### config.mk
export PLATFORM = sky130hd
export DESIGN_NAME = elastic_pipe
export DESIGN_NICKNAME = d
export VERILOG_FILES = /design/src/rtl/elastic_pipe.sv
export SDC_FILE = /design/constraint.sdc
export NUM_CORES = 1
export LEC_CHECK = 0
export ABC_CLOCK_PERIOD_IN_PS = 2200
export CAP_MARGIN = 20
export CELL_PAD_IN_SITES_DETAIL_PLACEMENT = 0
export CELL_PAD_IN_SITES_GLOBAL_PLACEMENT = 2
export CORE_ASPECT_RATIO = 0.8
export CORE_MARGIN = 2
export CORE_UTILIZATION = 25
export CTS_CLUSTER_DIAMETER = 200
export DETAILED_ROUTE_END_ITERATION = 6
export PLACE_DENSITY_LB_ADDON = 0.1
export SYNTH_ARGS = -nofsm -noshare
export SYNTH_HDL_FRONTEND = slang
export SYNTH_SLANG_ARGS = --single-unit
### constraint.sdc
create_clock -name clk -period 2.2 [get_ports clk]
set_input_delay 0.44 -clock clk [delete_from_list [all_inputs] [get_ports clk]]
set_output_delay 0.44 -clock clk [all_outputs]
set_load 0.1 [all_outputs]
### src/rtl/elastic_pipe.sv
// elastic_pipe: parametrised ready/valid register chain with per-stage valid
// bits, bubble collapsing and an optional one-entry input skid buffer that
// lets in_ready come straight from a flop instead of from out_ready.
module elastic_pipe #(
  parameter int WIDTH  = 32,
  parameter int STAGES = 2,
  parameter int SKID   = 1,
  parameter int CNTW   = $clog2(STAGES + 2)
) (
  input  logic             clk,
  input  logic             rst,
  input  logic             flush,
  input  logic             in_valid,
  output logic             in_ready,
  input  logic [WIDTH-1:0] in_data,
  output logic             out_valid,
  input  logic             out_ready,
  output logic [WIDTH-1:0] out_data,
  output logic [CNTW-1:0]  count
);

  // Stage state: v_q[i] says stage i holds a beat, d_q[i] is its payload.
  logic [STAGES-1:0] v_q;
  logic [STAGES-1:0] v_d;
  logic [WIDTH-1:0]  d_q [STAGES];

  // r[i]: stage i can take a beat this cycle (empty, or its content leaves).
  logic [STAGES-1:0] r;
  logic              ready_acc;

  // ld[i]: stage i captures a valid beat on this edge (data enable).
  logic [STAGES-1:0] ld;

  // Source feeding stage 0 (skid entry first, otherwise the input port).
  logic              accept;
  logic              src_v;
  logic [WIDTH-1:0]  src_d;
  logic              skid_v_d;

  logic [CNTW-1:0]   count_q;
  logic [CNTW-1:0]   count_d;

  // Ready chain from the output back to stage 0; an empty stage anywhere
  // downstream opens the path, which is what collapses bubbles.
  always_comb begin
    // NOTE: ready_acc is a combinational running term, so blocking '=' is
    // correct here; each iteration must see the value from the previous one.
    ready_acc = out_ready;
    r         = '0;
    for (int i = STAGES - 1; i >= 0; i--) begin
      ready_acc = ready_acc | ~v_q[i];
      r[i]      = ready_acc;
    end
  end

  assign accept = in_valid & in_ready;

  generate
    if (SKID != 0) begin : g_skid
      logic             skid_v_q;
      logic [WIDTH-1:0] skid_d_q;

      // in_ready depends only on flops and flush, never on out_ready.
      assign in_ready = ~skid_v_q & ~flush;
      assign src_v    = skid_v_q | accept;
      assign src_d    = skid_v_q ? skid_d_q : in_data;

      // Skid occupancy: park a beat that stage 0 cannot take, release it as
      // soon as stage 0 frees up. No new beat can arrive while it is full.
      always_comb begin
        // NOTE: assigning the hold value first means every path drives
        // skid_v_d, so no latch is inferred.
        skid_v_d = skid_v_q;
        if (flush) begin
          skid_v_d = 1'b0;
        end else if (accept && !r[0]) begin
          skid_v_d = 1'b1;
        end else if (r[0]) begin
          skid_v_d = 1'b0;
        end
      end

      // Skid registers; payload is only written when a beat is parked.
      always_ff @(posedge clk) begin
        if (rst) begin
          skid_v_q <= 1'b0;
          skid_d_q <= '0;
        end else begin
          skid_v_q <= skid_v_d;
          if (accept && !r[0]) begin
            skid_d_q <= in_data;
          end
        end
      end
    end else begin : g_noskid
      // Without the skid, in_ready is the combinational stage-0 ready.
      assign in_ready = r[0] & ~flush;
      assign src_v    = accept;
      assign src_d    = in_data;
      assign skid_v_d = 1'b0;
    end
  endgenerate

  // Next-state of the valid bits and per-stage data enables.
  always_comb begin
    v_d = v_q;
    ld  = '0;
    if (r[0]) begin
      v_d[0] = src_v;
      ld[0]  = src_v;
    end
    for (int i = 1; i < STAGES; i++) begin
      if (r[i]) begin
        v_d[i] = v_q[i-1];
        ld[i]  = v_q[i-1];
      end
    end
    // A flush kills every held beat; a beat leaving at the output this
    // cycle has already been handed over and is unaffected.
    if (flush) begin
      v_d = '0;
    end
  end

  // Occupancy after this edge: valid stages plus the skid entry.
  always_comb begin
    count_d = CNTW'(skid_v_d);
    for (int i = 0; i < STAGES; i++) begin
      count_d = count_d + CNTW'(v_d[i]);
    end
  end

  // Control state: valid bits and registered count.
  always_ff @(posedge clk) begin
    if (rst) begin
      v_q     <= '0;
      count_q <= '0;
    end else begin
      v_q     <= v_d;
      count_q <= count_d;
    end
  end

  // Payload registers load only when a valid beat moves into them.
  always_ff @(posedge clk) begin
    if (rst) begin
      // NOTE: payloads are cleared on reset so out_data reads 0 afterwards;
      // this is a small register chain, not a RAM, so resetting it is cheap.
      for (int i = 0; i < STAGES; i++) begin
        d_q[i] <= '0;
      end
    end else begin
      if (ld[0]) begin
        d_q[0] <= src_d;
      end
      for (int i = 1; i < STAGES; i++) begin
        if (ld[i]) begin
          d_q[i] <= d_q[i-1];
        end
      end
    end
  end

  assign out_valid = v_q[STAGES-1];
  assign out_data  = d_q[STAGES-1];
  assign count     = count_q;

endmodule

==> impl_summary.log <==
[metrics] run status: finished clean
[metrics] global-route wire length before repair: 14060 µm
[metrics] final-report max-slew violation count: 0
[metrics] non-filler cells in the finished layout: 646
[metrics] Core Area: 17270 µm²
[metrics] met3 capacity usage during global routing: 0.03496
[metrics] root buffer cell: sky130_fd_sc_hd__clkbuf_16
[metrics] overall via count from detail_route: 2517
[metrics] cells traversed along the worst timing path: clkdlybuf4s50_1, and3b_1, nor3_1, nor2_1, fa_1, nor2b_1
[metrics] Worst Min Path Start: g_skid.skid_d_q[10]
[metrics] initial core utilization: 0.2545
[metrics] Post-Synth Simple-Gate Area: 0.1486
[metrics] clock tree from TritonCTS: yes
[metrics] footprint of the flip-flops and latches: 2665 µm²
[metrics] post-synth design cell area: 4395 µm²
[metrics] met2 usage: 0.1622
[metrics] Avg Inst Size Synth: 11.78 µm²
[metrics] worst skew pair latency: 350 ps
[metrics] Crit path arrival time: 2070 ps
[metrics] proportion of synthesized area in mux cells: 0.1457
[metrics] nets: 454
[metrics] fraction of post-synthesis cell area in the top cell type by area: 0.4372
[metrics] actual slew at the worst max-slew pin: 451.6 ps
[metrics] library cell occupying the most area in the post-synthesis netlist: sky130_fd_sc_hd__edfxtp_1
[metrics] part of the Yosys area used for sequential elements: 0.6058
[metrics] critical path startpoint: out_ready
[metrics] count of yosys warnings during synthesis: 0
[metrics] Longest Clk Path Bufs: 2
[metrics] commonest register cell after synthesis: sky130_fd_sc_hd__edfxtp_1
[metrics] Crit Path Class: in -> reg
[metrics] final worst clock skew: 5.737 ps
[metrics] sort of element at the end of the critical path: flop
[metrics] number of setup buffers added after CTS: 0
[metrics] number of rows in the core area: 43
[metrics] final weighted congestion in routability-driven placement: 0.6844
[metrics] synthesis-stage register bit count: 101
[metrics] area used by multi-input combinational logic: 1384 µm²
[metrics] final worst-path cycle share: 0.8324
[metrics] Tmin final: 1831 ps
[metrics] fill cell total of the finished layout: 1747
[metrics] combinational family with the most area after synthesis: simple AND/OR/NAND/NOR gates
[metrics] DRT Pass-1 Iters: 4
[metrics] arithmetic-cell share of the synthesized area counting full adders, half adders and majority gates: 0.004555
[metrics] pin count of the biggest net entering global routing: 45
[metrics] Reg clk slew, reported paths: 70 ps
[metrics] die boundary height: 122.6 µm
[metrics] Worst R2R Start: v_q[0]
[metrics] count of maximum capacitance violations: 0
[metrics] met1 routing resource usage after global routing: 0.1259
[metrics] maximum fanout along the worst path: 4
[metrics] unrepaired setup endpoints after global routing: false
[metrics] Total Routing Usage GR: 0.1010
[metrics] relative area change from synthesis to final layout: 23.31%
[metrics] final setup violation count: 0
[metrics] total wirelength of the detailed-routed design: 8832 µm
[metrics] vias in the first global route: 2577
[metrics] commonest cells in the synthesized netlist: sky130_fd_sc_hd__nand2_1 (66), sky130_fd_sc_hd__edfxtp_1 (64), sky130_fd_sc_hd__mux2i_1 (64)
[metrics] Compound-Gate Fraction of Synth Area: 0.01053
[metrics] crit path buf inv count: 1
[metrics] Top-Level Pins: 73
[metrics] hpwl dp: 5602 µm
[metrics] cts repair resizes: 0
[metrics] leakage power figure: 1.947 nW
[metrics] horizontal extent of the die: 152.2 µm
[metrics] crit-path max cell delay: 510 ps
[metrics] DRC violation total after the first TritonRoute iteration: 128
[metrics] final hold violation count: 0
[metrics] Max rail drop VDD: 0.3174 mV
[metrics] CP required: 2440 ps
[metrics] total clock sinks: 101
[metrics] highest-utilization routing layer at the global route stage: met2
[metrics] worst slew margin relative to its limit: 0.6989
[metrics] master of the slowest instance on the critical path: sky130_fd_sc_hd__clkdlybuf4s50_1
[metrics] number of buffers added on ports: 72
[metrics] Remaining DRCs: 0
[metrics] number of enable-type register cells in the synthesized netlist: 64
[metrics] number of placed instances, taps included: 630
[metrics] Via density: 3.896
[metrics] number of standard cells after synthesis: 373
[metrics] power density relative to cell area: 776.8 nW/µm²
[metrics] Mapped Nets: 411
[metrics] parity-gate share of the synthesized area counting xor and xnor cells: 0
[metrics] Worst path top cell family by delay: simple AND/OR/NAND/NOR gates
[metrics] Max Clk Rate: 546.0 MHz
[metrics] overall die area: 18670 µm²
[metrics] number of CTS-inserted buffers: 9
[metrics] critical path startpoint category: input pin
[metrics] Overflow after GRT: 0
[metrics] detail-routed net length per standard cell: 13.67 µm
[metrics] share of cells above drive strength 1: 0.1758
[metrics] H-tree depth reported by CTS: 3
[metrics] distinct cell type count after synthesis: 23
[metrics] initial antenna violation count: 0
[metrics] class of the worst hold path: reg -> reg
[metrics] number of antenna repair diodes: 0
[metrics] Synth area leaders: sky130_fd_sc_hd__edfxtp_1 (44%), sky130_fd_sc_hd__dfxtp_1 (17%), sky130_fd_sc_hd__mux2i_1 (15%)
[metrics] setup TNS: 0 ps
[metrics] leading cell type by number of instances after synthesis: sky130_fd_sc_hd__nand2_1
[metrics] count of nets left with antenna violations after detail routing: 0
[metrics] Async S/R FF share, synth: 0
[metrics] cts-stage hold buffer count: 0
## routing by layer
layer / vias up / part of all wire
met5: - / 0
met4: 0 / 0.016
met3: 9 / 0.042
met2: 51 / 0.47
met1: 1151 / 0.48
li1: 1306 / -
## cell usage in the layout (no fill, tap or decap), types with 2 or more instances in the layout
cell	count
sky130_fd_sc_hd__nand2_2	2
sky130_fd_sc_hd__dfxtp_1	35
sky130_fd_sc_hd__nand2_1	64
sky130_fd_sc_hd__dfxtp_2	2
sky130_fd_sc_hd__edfxtp_1	64
sky130_fd_sc_hd__mux2i_1	64
sky130_fd_sc_hd__inv_1	2
sky130_fd_sc_hd__nor3_1	4
sky130_fd_sc_hd__and2_1	32
sky130_fd_sc_hd__buf_12	6
sky130_fd_sc_hd__clkinvlp_4	2
sky130_fd_sc_hd__nor2_1	35
sky130_fd_sc_hd__clkbuf_16	9
sky130_fd_sc_hd__clkdlybuf4s50_1	36
sky130_fd_sc_hd__clkinv_2	3
sky130_fd_sc_hd__o21ai_0	3
sky130_fd_sc_hd__buf_4	44
sky130_fd_sc_hd__nor2b_1	2
## worst reg2reg max path, cell delays in order (launching register included)
cell and delay [ps]:
sky130_fd_sc_hd__dfxtp_1 370, sky130_fd_sc_hd__and3b_1 220, sky130_fd_sc_hd__nor3_1 220, sky130_fd_sc_hd__nor2_1 110, sky130_fd_sc_hd__fa_1 460, sky130_fd_sc_hd__nor2b_1 130
## flip-flops by register name, indices dropped and copies added, names as in the netlist
name             count
count                2
d_q                 64
g_skid.skid_d_q     32
g_skid.skid_v_q      1
v_q                  2
## cell type report
type,count,share of cell area
sequential,101,0.4917
multi-input combinational,215,0.2553
timing repair buffer,86,0.1496
tap,225,0.05194
clock buffer,10,0.04224
clock inverter,6,0.007156
inverter,3,0.002078
## where the power goes
group	leakage [nW]	switching, mW	internal (mW)
Sequential	0.976	0.0219	2.10
Clock	0.129	0.717	0.766
Combinational	0.842	0.437	0.171
Total	1.95	1.18	3.03
## cell families (layout without fill, tap and decap cells)
logic type | Yosys count | count (layout)
buffers and inverters | 57 | 105
AOI/OAI and AO/OA | 6 | 6
DFF | 101 | 101
and+or+nand+nor | 144 | 144
adders and majority gates | 1 | 1
muxes | 64 | 64
## final timing paths
path                               to  cells after the start  slack, ps
setup reg to reg             count[0]                      5        580
hold reg to reg   g_skid.skid_d_q[10]                      2        460
hold / removal    g_skid.skid_d_q[10]                      2        460
setup / recovery             count[0]                      6        370
## stage by stage
step	cell area (µm²)	hold WS (ps)	utilization	power [mW]	worst slack (ps)
after floorplan	4399	434.4	-	2.615	102.8
after global placement	5152	441.6	0.2983	2.780	30.69
after detailed placement	5152	447.4	0.2983	2.781	30.80
after CTS	5420	460.1	0.3138	4.299	379.3
after global routing	5420	467.4	0.3138	4.384	231.9
final	5420	456.8	0.3138	4.211	368.6
Power figures use the tool's default switching activity.
